File: src/rtl/mbo53_adc_pkg.sv
// Shared definitions for the LTC2315-12 capture path: FSM encoding,
// serial frame layout of the converter and the downstream FIFO word width.
package mbo53_adc_pkg;

    typedef enum logic [1:0] {
        ST_IDLE  = 2'd0,
        ST_SETUP = 2'd1,
        ST_SHIFT = 2'd2,
        ST_DONE  = 2'd3
    } adc_state_t;

    // LTC2315-12 frame: one leading zero, 12 result bits, trailing zeros
    localparam int LTC_FRAME_BITS = 16;
    localparam int LTC_LEAD_BITS  = 1;
    localparam int LTC_DATA_BITS  = 12;

    // Matches the fifo_acp write data width
    localparam int ADC_OUT_W = 16;

    // Places a result value where the ADC would put it inside a frame:
    // behind the leading zeros, followed by trailing zeros.
    function automatic logic [LTC_FRAME_BITS-1:0] frame_word(
        input logic [LTC_DATA_BITS-1:0] value
    );
        return LTC_FRAME_BITS'(value) << (LTC_FRAME_BITS - LTC_LEAD_BITS - LTC_DATA_BITS);
    endfunction

endpackage

File: src/rtl/adc_sck_gen.sv
// SCK generator: half-period divider plus bit counter.
// The divider runs through SETUP and SHIFT so the FSM can time the CS-to-first
// SCK setup with the same half-period strobe; sck only toggles during SHIFT.
module adc_sck_gen #(
    parameter int CLK_DIV    = 2,
    parameter int FRAME_BITS = 16
) (
    input  logic clk,
    input  logic rst_n,
    input  logic run,       // SETUP or SHIFT: divider counting
    input  logic shifting,  // SHIFT: sck toggling, bits counted
    output logic sck,
    output logic half_end,  // last clk of the current half period
    output logic rise,      // this edge drives sck 0->1
    output logic last_bit   // bit counter is on the final bit of the frame
);
    localparam int DW = (CLK_DIV > 1) ? $clog2(CLK_DIV) : 1;
    localparam int BW = $clog2(FRAME_BITS + 1);

    logic [DW-1:0] div_cnt;
    logic [BW-1:0] bit_cnt;

    assign half_end = run && (div_cnt == DW'(CLK_DIV - 1));
    assign rise     = shifting && half_end && !sck;
    assign last_bit = (bit_cnt == BW'(FRAME_BITS - 1));

    // Half-period divider, parked at zero outside a frame
    always_ff @(posedge clk or negedge rst_n) begin
        if (!rst_n) begin
            div_cnt <= '0;
        end else if (!run || half_end) begin
            div_cnt <= '0;
        end else begin
            div_cnt <= div_cnt + 1'b1;
        end
    end

    // SCK toggle and bit count; a bit ends on the high->low transition
    always_ff @(posedge clk or negedge rst_n) begin
        if (!rst_n) begin
            sck     <= 1'b0;
            bit_cnt <= '0;
        end else if (!shifting) begin
            sck     <= 1'b0;
            bit_cnt <= '0;
        end else if (half_end) begin
            sck <= ~sck;
            if (sck) begin
                bit_cnt <= bit_cnt + 1'b1;
            end
        end
    end

endmodule

File: src/rtl/adc_spi_capture.sv
// SPI master for one LTC2315-12 channel feeding the fifo_acp write port.
// Optional build macro ADC_TEST_RAMP_EN: replaces sdo with an internal ramp
// (one step per frame) so CS/SCK timing can be exercised without an ADC.
// LEAD_BITS must be at least 1; SAMPLE_PERIOD must exceed the frame length
// CLK_DIV*(2*FRAME_BITS+1)+1 so CS stays high for at least one cycle.
module adc_spi_capture
    import mbo53_adc_pkg::*;
#(
    parameter int CLK_DIV       = 2,
    parameter int FRAME_BITS    = LTC_FRAME_BITS,
    parameter int LEAD_BITS     = LTC_LEAD_BITS,
    parameter int DATA_BITS     = LTC_DATA_BITS,
    parameter int SAMPLE_PERIOD = 100
) (
    input  logic                 clk,
    input  logic                 rst_n,
    input  logic                 start,
    input  logic                 sdo,
    output logic                 sck,
    output logic                 cs,
    output logic [ADC_OUT_W-1:0] adc_data,
    output logic                 adc_en,
    output logic                 frame_err,
    output logic                 busy,
    output logic [7:0]           missed_cnt
);
    localparam int PW = $clog2(SAMPLE_PERIOD);

    adc_state_t             state;
    logic [PW-1:0]          per_cnt;
    logic                   tick;
    logic [FRAME_BITS-1:0]  shift_reg;
    logic                   serial_in;
    logic                   half_end;
    logic                   rise;
    logic                   last_bit;
    logic                   run;
    logic                   shifting;

    assign run      = (state == ST_SETUP) || (state == ST_SHIFT);
    assign shifting = (state == ST_SHIFT);
    assign tick     = start && (per_cnt == '0);

    adc_sck_gen #(
        .CLK_DIV    (CLK_DIV),
        .FRAME_BITS (FRAME_BITS)
    ) u_sck_gen (
        .clk      (clk),
        .rst_n    (rst_n),
        .run      (run),
        .shifting (shifting),
        .sck      (sck),
        .half_end (half_end),
        .rise     (rise),
        .last_bit (last_bit)
    );

    // Sample period counter: free-runs while enabled, parked at 0 otherwise
    always_ff @(posedge clk or negedge rst_n) begin
        if (!rst_n) begin
            per_cnt <= '0;
        end else if (!start) begin
            per_cnt <= '0;
        end else if (per_cnt == PW'(SAMPLE_PERIOD - 1)) begin
            per_cnt <= '0;
        end else begin
            per_cnt <= per_cnt + 1'b1;
        end
    end

`ifdef ADC_TEST_RAMP_EN
    logic [DATA_BITS-1:0]  ramp;
    logic [FRAME_BITS-1:0] ramp_sr;

    // Ramp source: a frame image loaded at CS fall and shifted out on each SCK rise
    always_ff @(posedge clk or negedge rst_n) begin
        if (!rst_n) begin
            ramp    <= '0;
            ramp_sr <= '0;
        end else begin
            if (state == ST_IDLE && tick) begin
                ramp_sr <= FRAME_BITS'(ramp) << (FRAME_BITS - LEAD_BITS - DATA_BITS);
            end else if (rise) begin
                ramp_sr <= ramp_sr << 1;
            end
            if (state == ST_DONE) begin
                ramp <= ramp + 1'b1;
            end
        end
    end

    assign serial_in = ramp_sr[FRAME_BITS-1];
`else
    assign serial_in = sdo;
`endif

    // MSB-first capture on the same edge that raises SCK
    always_ff @(posedge clk or negedge rst_n) begin
        if (!rst_n) begin
            shift_reg <= '0;
        end else if (rise) begin
            shift_reg <= {shift_reg[FRAME_BITS-2:0], serial_in};
        end
    end

    // Frame FSM with registered CS, busy and result outputs.
    // A tick is only accepted in IDLE; busy stays high through the adc_en
    // cycle, which is already IDLE so a minimum-period tick is not lost.
    always_ff @(posedge clk or negedge rst_n) begin
        if (!rst_n) begin
            state     <= ST_IDLE;
            cs        <= 1'b1;
            busy      <= 1'b0;
            adc_en    <= 1'b0;
            adc_data  <= '0;
            frame_err <= 1'b0;
        end else begin
            adc_en    <= 1'b0;
            frame_err <= 1'b0;
            case (state)
                ST_IDLE: begin
                    busy <= tick;
                    if (tick) begin
                        state <= ST_SETUP;
                        cs    <= 1'b0;
                    end
                end
                ST_SETUP: begin
                    if (half_end) begin
                        state <= ST_SHIFT;
                    end
                end
                ST_SHIFT: begin
                    if (half_end && sck && last_bit) begin
                        state <= ST_DONE;
                        cs    <= 1'b1;
                    end
                end
                ST_DONE: begin
                    adc_en   <= 1'b1;
                    adc_data <= ADC_OUT_W'(shift_reg[FRAME_BITS-1-LEAD_BITS -: DATA_BITS]);
`ifdef ADC_TEST_RAMP_EN
                    frame_err <= 1'b0;
`else
                    frame_err <= |shift_reg[FRAME_BITS-1 -: LEAD_BITS];
`endif
                    state    <= ST_IDLE;
                end
                default: begin
                    state <= ST_IDLE;
                    cs    <= 1'b1;
                end
            endcase
        end
    end

    // Ticks that land mid-frame are dropped and counted, saturating
    always_ff @(posedge clk or negedge rst_n) begin
        if (!rst_n) begin
            missed_cnt <= '0;
        end else if (tick && state != ST_IDLE && missed_cnt != 8'hFF) begin
            missed_cnt <= missed_cnt + 1'b1;
        end
    end

endmodule
File: config.mk
export PLATFORM = sky130hd
export DESIGN_NAME = adc_spi_capture
export DESIGN_NICKNAME = d
export VERILOG_FILES = /design/src/rtl/mbo53_adc_pkg.sv /design/src/rtl/adc_sck_gen.sv /design/src/rtl/adc_spi_capture.sv
export SDC_FILE = /design/constraint.sdc
export NUM_CORES = 1
export LEC_CHECK = 0
export ABC_CLOCK_PERIOD_IN_PS = 1800
export CAP_MARGIN = 10
export CORE_MARGIN = 2
export CORE_UTILIZATION = 49
export DETAILED_ROUTE_END_ITERATION = 12
export PLACE_DENSITY = 0.83
export SLEW_MARGIN = 20
export SYNTH_ARGS = -nofsm -noshare
export SYNTH_HDL_FRONTEND = slang
export SYNTH_SLANG_ARGS = --single-unit
File: constraint.sdc
create_clock -name clk -period 1.8 [get_ports clk]
set_input_delay 0.45 -clock clk [delete_from_list [all_inputs] [get_ports clk]]
set_output_delay 0.45 -clock clk [all_outputs]
set_load 0.005 [all_outputs]
==> run metrics, run 1 <==
slowest stage cell, crit path dfrtp_1; crit path max fanout 4; RePlAce Congestion 0.7929; Clock Skew 9.566 ps; final period utilization between 90% and 100%; worst min path class in2async; post-route antenna net violation count 0; slack of the critical path around 80 ps; # clock sinks 56; max cap viols 0; crit path launch type flop; FMAX 580.8 MHz; first-pass GRT wire length 6492 um; 1st-pass router iterations 4; Initial Util roughly half; Die Height 75.05 um; Post-Syn Instances 186; Sw Share 24.08%; via count around 1500; buffers plus inverters on the worst setup path 1; CTS tree yes; post-DP HPWL 2679 um; GRT Total Usage around 15%; fraction of registers with async set/reset 100.0%; Finished Layout Cells between 200 and 300; Seq pwr share between 50% and 60%; Place WS -241.2 ps; Largest register FFs 16; vias in the first global route 1383; final number of setup-violating endpoints 0; Post-CTS Hold Fix Bufs 0; via/cell ratio 4.909; pin count of the biggest net entering global routing 57; Inserted Diodes 0; Rows 25; layout net count roughly 240; sequential-to-total area share from yosys stat 56.70%; initial antenna violation count 0; area leader, netlist dfrtp_1; # IOs 33; EDFF count, synth 0; Power Dens Cells 865.1 nW/um^2; cell family with most CP delay compound AO/OA/AOI/OAI gates; CP arrival 1900 ps; ys flop type dfrtp_1; root buffer cell clkbuf_8; CTS Buffer Depth 2; max-slew violations 0; internal power between 1.5 and 2 mW; Yosys reg bits 56; Combinational Power Share between 10% and 20%; CP Cell Sequence inv_1, ha_4, a21boi_0, a211o_1, mux2_1; worst endpoint required time roughly 2000 ps; commonest cells after routing, fill and taps aside 52 x dfrtp_1, 29 x mux2_2, 26 x clkdlybuf4s50_1, 11 x buf_4, 10 x and2_1; WL final 3936 um; clock latency on the worst-skew pair approximately 300 ps; CTS HTree Levels 2; First DRT Iteration DRCs 57; critical path endpoint category flop; Netlist cell types 37; drt wl/cell between 10 and 15 um; Worst path max stage delay about 420 ps; most common cell after layout, fill and taps aside dfrtp_1; Tot Pwr 2.627 mW; DP Cell Count 285; yosys warns 0; synthesized area 2474 um^2; final hold violations 0; Die Wd approximately 75 um; syn avg cell area approximately 13 um^2; gr ovfl total 0; DRC viols 0; setup_tns 0 ps; clock-pin slew on the worst setup and hold paths 100 ps; Lkg Pwr between 1 and 1.5 nW; layout cells sized above 1 27.51%; status finished clean; Area growth syn-to-layout 22.76%; peak supply drop between 0.4 and 0.5 mV; Synth top area share 55.64%; DIE AREA 5633 um^2; cts bufs inserted 5; Clock Power Share 30.9%; Buffers on Ports 28; Psw 632.7 uW; Core Box Area 4786 um^2; synth top area cells dfrtp_1 56%, mux2_2 13%, ha_1 5.1%, xnor2_1 2.8%, xor2_1 2.8%; Setup Crit Path Kind reg2reg; RSZ-0062 raised after global routing false; post-route minimum period 1722 ps
synth_stat cells (3+ instances only):
| master | instances |
|---|---|
| and2_1 | 10 |
| dfrtp_1 | 55 |
| nor2_1 | 6 |
| nor3_1 | 3 |
| xnor2_1 | 8 |
| xor2_1 | 8 |
| mux2_2 | 29 |
| buf_4 | 5 |
| nand3_1 | 6 |
| nor4_1 | 3 |
| inv_1 | 6 |
| ha_1 | 10 |
| nand2_1 | 6 |
final cells by class:
cell class                 instances  area [um^2]
sequential                        56         1406
clock buffer                       6        72.57
timing repair buffer              41        396.6
multi-input combinational        118         1016
inverter                           6        22.52
tap                               67        83.83
fill                             376         1749
clock inverter                     2        38.79
power groups by stage:
stage          sequential [mW]  clock (mW)  combinational [mW]
5_1_grt                   1.47       0.890               0.401
6_report                  1.46       0.812               0.360
3_5_place_dp              1.47           0               0.350
4_1_cts                   1.45       0.842               0.353
2_1_floorplan             1.46           0               0.158
3_3_place_gp              1.47           0               0.343
logic make-up after synthesis:
logic type | count (synthesis) | synth area share, %
multiplexers | 32 | 14.67
flip-flops | 56 | 56.70
AND/OR/NAND/NOR | 49 | 12.19
AO/OA/AOI/OAI | 7 | 2.124
buffers and inverters | 15 | 3.439
other | 1 | 0.1516
adder cells (fa/ha/maj) | 10 | 5.058
XOR/XNOR | 16 | 5.665
per-layer routing:
layer	track usage, %	vias to the layer above	routed length, um
li1	-	708	-
met1	20.19	712	1812
met2	25.24	26	1930
met3	3.614	7	133
met4	5.952	0	60
met5	0	-	0
metrics by stage:
step / hold slack (ps) / util [%] / instance area, um^2
after floorplan: 154.4 / - / 2485
after global placement: 469.0 / 60.21 / 2882
after detailed placement: 466.8 / 60.21 / 2882
after CTS: 133.5 / 62.67 / 2999
after global routing: 126.1 / 63.45 / 3037
final: 119.3 / 63.45 / 3037
worst paths after layout:
| kind | from | endpoint | slack, ps | cells past startpoint |
|---|---|---|---|---|
| max reg2reg | state[0] | state[1] | 80 | 5 |
| min reg2reg | missed_cnt[6] | missed_cnt[6] | 490 | 1 |
| min in group clk | missed_cnt[6] | missed_cnt[6] | 490 | 1 |
| max in group asynchronous | rst_n | cs | 1380 | 2 |
| max | state[0] | state[1] | 80 | 5 |
| min | rst_n | per_cnt[3] | 120 | 2 |
what timing repair did:
action | CTS | global route
gates resized for setup | 1 | 5
endpoints found under the hold margin | 0 | 0
pin swaps | 0 | 1
buffers inserted | 1 | 2
endpoints found under the setup margin | 1 | 5
(Power assumes the default switching activity.)
==> run 2, diff against run 1 <==
--- a/config.mk
+++ b/config.mk
@@ -10,6 +10,7 @@
 export CORE_MARGIN = 2
 export CORE_UTILIZATION = 49
 export DETAILED_ROUTE_END_ITERATION = 12
+export GPL_TIMING_DRIVEN = 0
 export PLACE_DENSITY = 0.83
 export SLEW_MARGIN = 20
 export SYNTH_ARGS = -nofsm -noshare
==> run 2 against run 1 <==
Via count is 1.3% higher. Flip-flop and latch count stayed put. Register-to-register slack hardly changed.
==> run metrics, run 2 (synthesized netlist as in run 1, its figures left out) <==
Die Wd 75.05 um (unchanged); layout net count 242 (unchanged); most common cell after layout, fill and taps aside dfrtp_1; CP Cell Sequence clkdlybuf4s50_1; slowest stage cell, crit path clkdlybuf4s50_1; CP arrival 1310 ps (-590 ps); Largest register FFs 16 (unchanged); Reg-to-Reg Start u_sck_gen.bit_cnt[0]; FMAX 568.4 MHz (-2.1%); cell family with most CP delay buffers and inverters; RePlAce Congestion 0.7885 (-0.55%); 1st-pass router iterations 4 (unchanged); Inserted Diodes 0 (unchanged); Worst path max stage delay 550 ps (+130 ps); worst hold slack 170.3 ps (+50.98 ps); via/cell ratio 4.973 (+1.3%); commonest cells after routing, fill and taps aside 53 x dfrtp_1, 29 x mux2_2, 25 x clkdlybuf4s50_1, 11 x buf_4, 10 x and2_1; first-pass GRT wire length 6575 um (+1.3%); setup_tns 0 ps (unchanged); worst endpoint required time 1350 ps (-630 ps); post-DP HPWL 2637 um (-1.6%); via count 1472 (+1.3%); internal power 1.976 mW (-0.91%); Slew headroom 54.57%; First DRT Iteration DRCs 67 (+18%); CTS tree yes; crit path launch type flop; Psw 641.0 uW (+1.3%); GRT Total Usage 15.41% (-0.074 points); Lkg Pwr 1.380 nW (-1.2%); clock-pin slew on the worst setup and hold paths 90 ps (about the same); critical path endpoint category output port; Clock Skew 4.681 ps (-4.885 ps); Combinational Power Share 13.3% (-0.4 points); Finished Layout Cells 296 (unchanged); vias in the first global route 1368 (-1.1%); Clock Power Share 31.0% (about the same); Initial Util 51.69% (unchanged); crit path max fanout 6 (+2); clock latency on the worst-skew pair 310 ps (about the same); post-route antenna net violation count 0 (unchanged); Tot Pwr 2.617 mW (-0.38%); initial antenna violation count 0 (unchanged); Power Dens Cells 866.1 nW/um^2 (+0.12%); Place WS -355.2 ps (-114.0 ps); WL final 3949 um (+0.33%); slack of the critical path 40.83 ps (-37.49 ps); final number of setup-violating endpoints 0 (unchanged); worst min path class in2async; Setup Crit Path Kind reg2out; Final Cell Area 3022 um^2 (-0.49%); max-slew violations 0 (unchanged); max cap viols 0 (unchanged); CTS HTree Levels 2 (unchanged); DIE AREA 5633 um^2 (unchanged); Sw Share 24.49% (+0.41 points); Post-CTS Hold Fix Bufs 0 (unchanged); Placement Cell Area 2846 um^2 (-1.2%); root buffer cell clkbuf_8; final hold violations 0 (unchanged); Area growth syn-to-layout 22.15%; Rows 25 (unchanged); Core Box Area 4786 um^2 (unchanged); DP Cell Count 284 (-0.35%); Core Util, Final 63.14% (-0.31 points); drt wl/cell 13.34 um (+0.33%); buffers plus inverters on the worst setup path 1 (unchanged); # IOs 33 (unchanged); worst-margin pin slew 681.5 ps; Seq pwr share 55.7% (+0.3 points); cts bufs inserted 5 (unchanged); peak supply drop 0.6195 mV (+43%); # clock sinks 56 (unchanged); status finished clean; post-route minimum period 1759 ps (+37.49 ps); critical path startpoint missed_cnt[2]; final period utilization 97.73% (+2.1 points); Buffers on Ports 28 (unchanged); gr ovfl total 0 (unchanged); Worst R2R Setup Slack 70 ps (about the same); Die Height 75.05 um (unchanged); pin count of the biggest net entering global routing 57 (unchanged); CTS Buffer Depth 2 (unchanged); layout cells sized above 1 28.82% (+1.3 points); DRC viols 0 (unchanged)
[run 2: cell count changes in the layout (fill, tap and decap cells not counted), sizes merged]
| cell | previous run | this run |
|---|---|---|
| dlygate4sd2 | 1 | 2 |
| inv | 7 | 6 |
| clkbuf | 6 | 5 |
| clkinv | 0 | 1 |
| clkinvlp | 0 | 1 |
| clkdlybuf4s50 | 26 | 25 |
[run 2: area by class of cell]
cell class,count,area [um^2]
Inverter,6,22.52
Timing Repair Buffer,32,305.3
Clock inverter,3,42.54
Sequential cell,56,1405
Tap cell,67,83.83
Fill cell,360,1764
Clock buffer,5,68.82
Buffer,9,65.06
Multi-Input combinational cell,118,1028
[run 2: routing by layer]
layer / part of all wire, % / wire, um / track usage, % / vias to the layer above
li1: - / - / - / 717
met4: 1.0 / 40 / 4.167 / 0
met2: 47 / 1871 / 22.71 / 23
met3: 3.3 / 130 / 4.819 / 5
met5: 0 / 0 / 0 / -
met1: 48 / 1907 / 22.23 / 727
[run 2: worst paths after layout]
path / end / cells after the start
worst min register to register: frame_err / 1
worst max register to register: state[1] / 6
min in group clk: frame_err / 1
worst max-delay path: missed_cnt[2] / 1
max in group asynchronous: missed_cnt[3] / 1
worst min-delay path: per_cnt[3] / 1
[run 2: power groups by stage]
stage          sequential (mW)  combinational (mW)  clock, mW
2_1_floorplan             1.46               0.158          0
3_3_place_gp              1.47               0.338          0
3_5_place_dp              1.48               0.348          0
4_1_cts                   1.45               0.349      0.824
5_1_grt                   1.47               0.394      0.883
6_report                  1.46               0.349      0.812
[run 2: timing repair]
action / 4_1_cts / 5_1_grt
gates resized for setup: 4 / 8
pin swaps: 0 / 1
cloned: 0 / 0
endpoints found under the setup margin: 13 / 7
setup buffers: 1 / 3
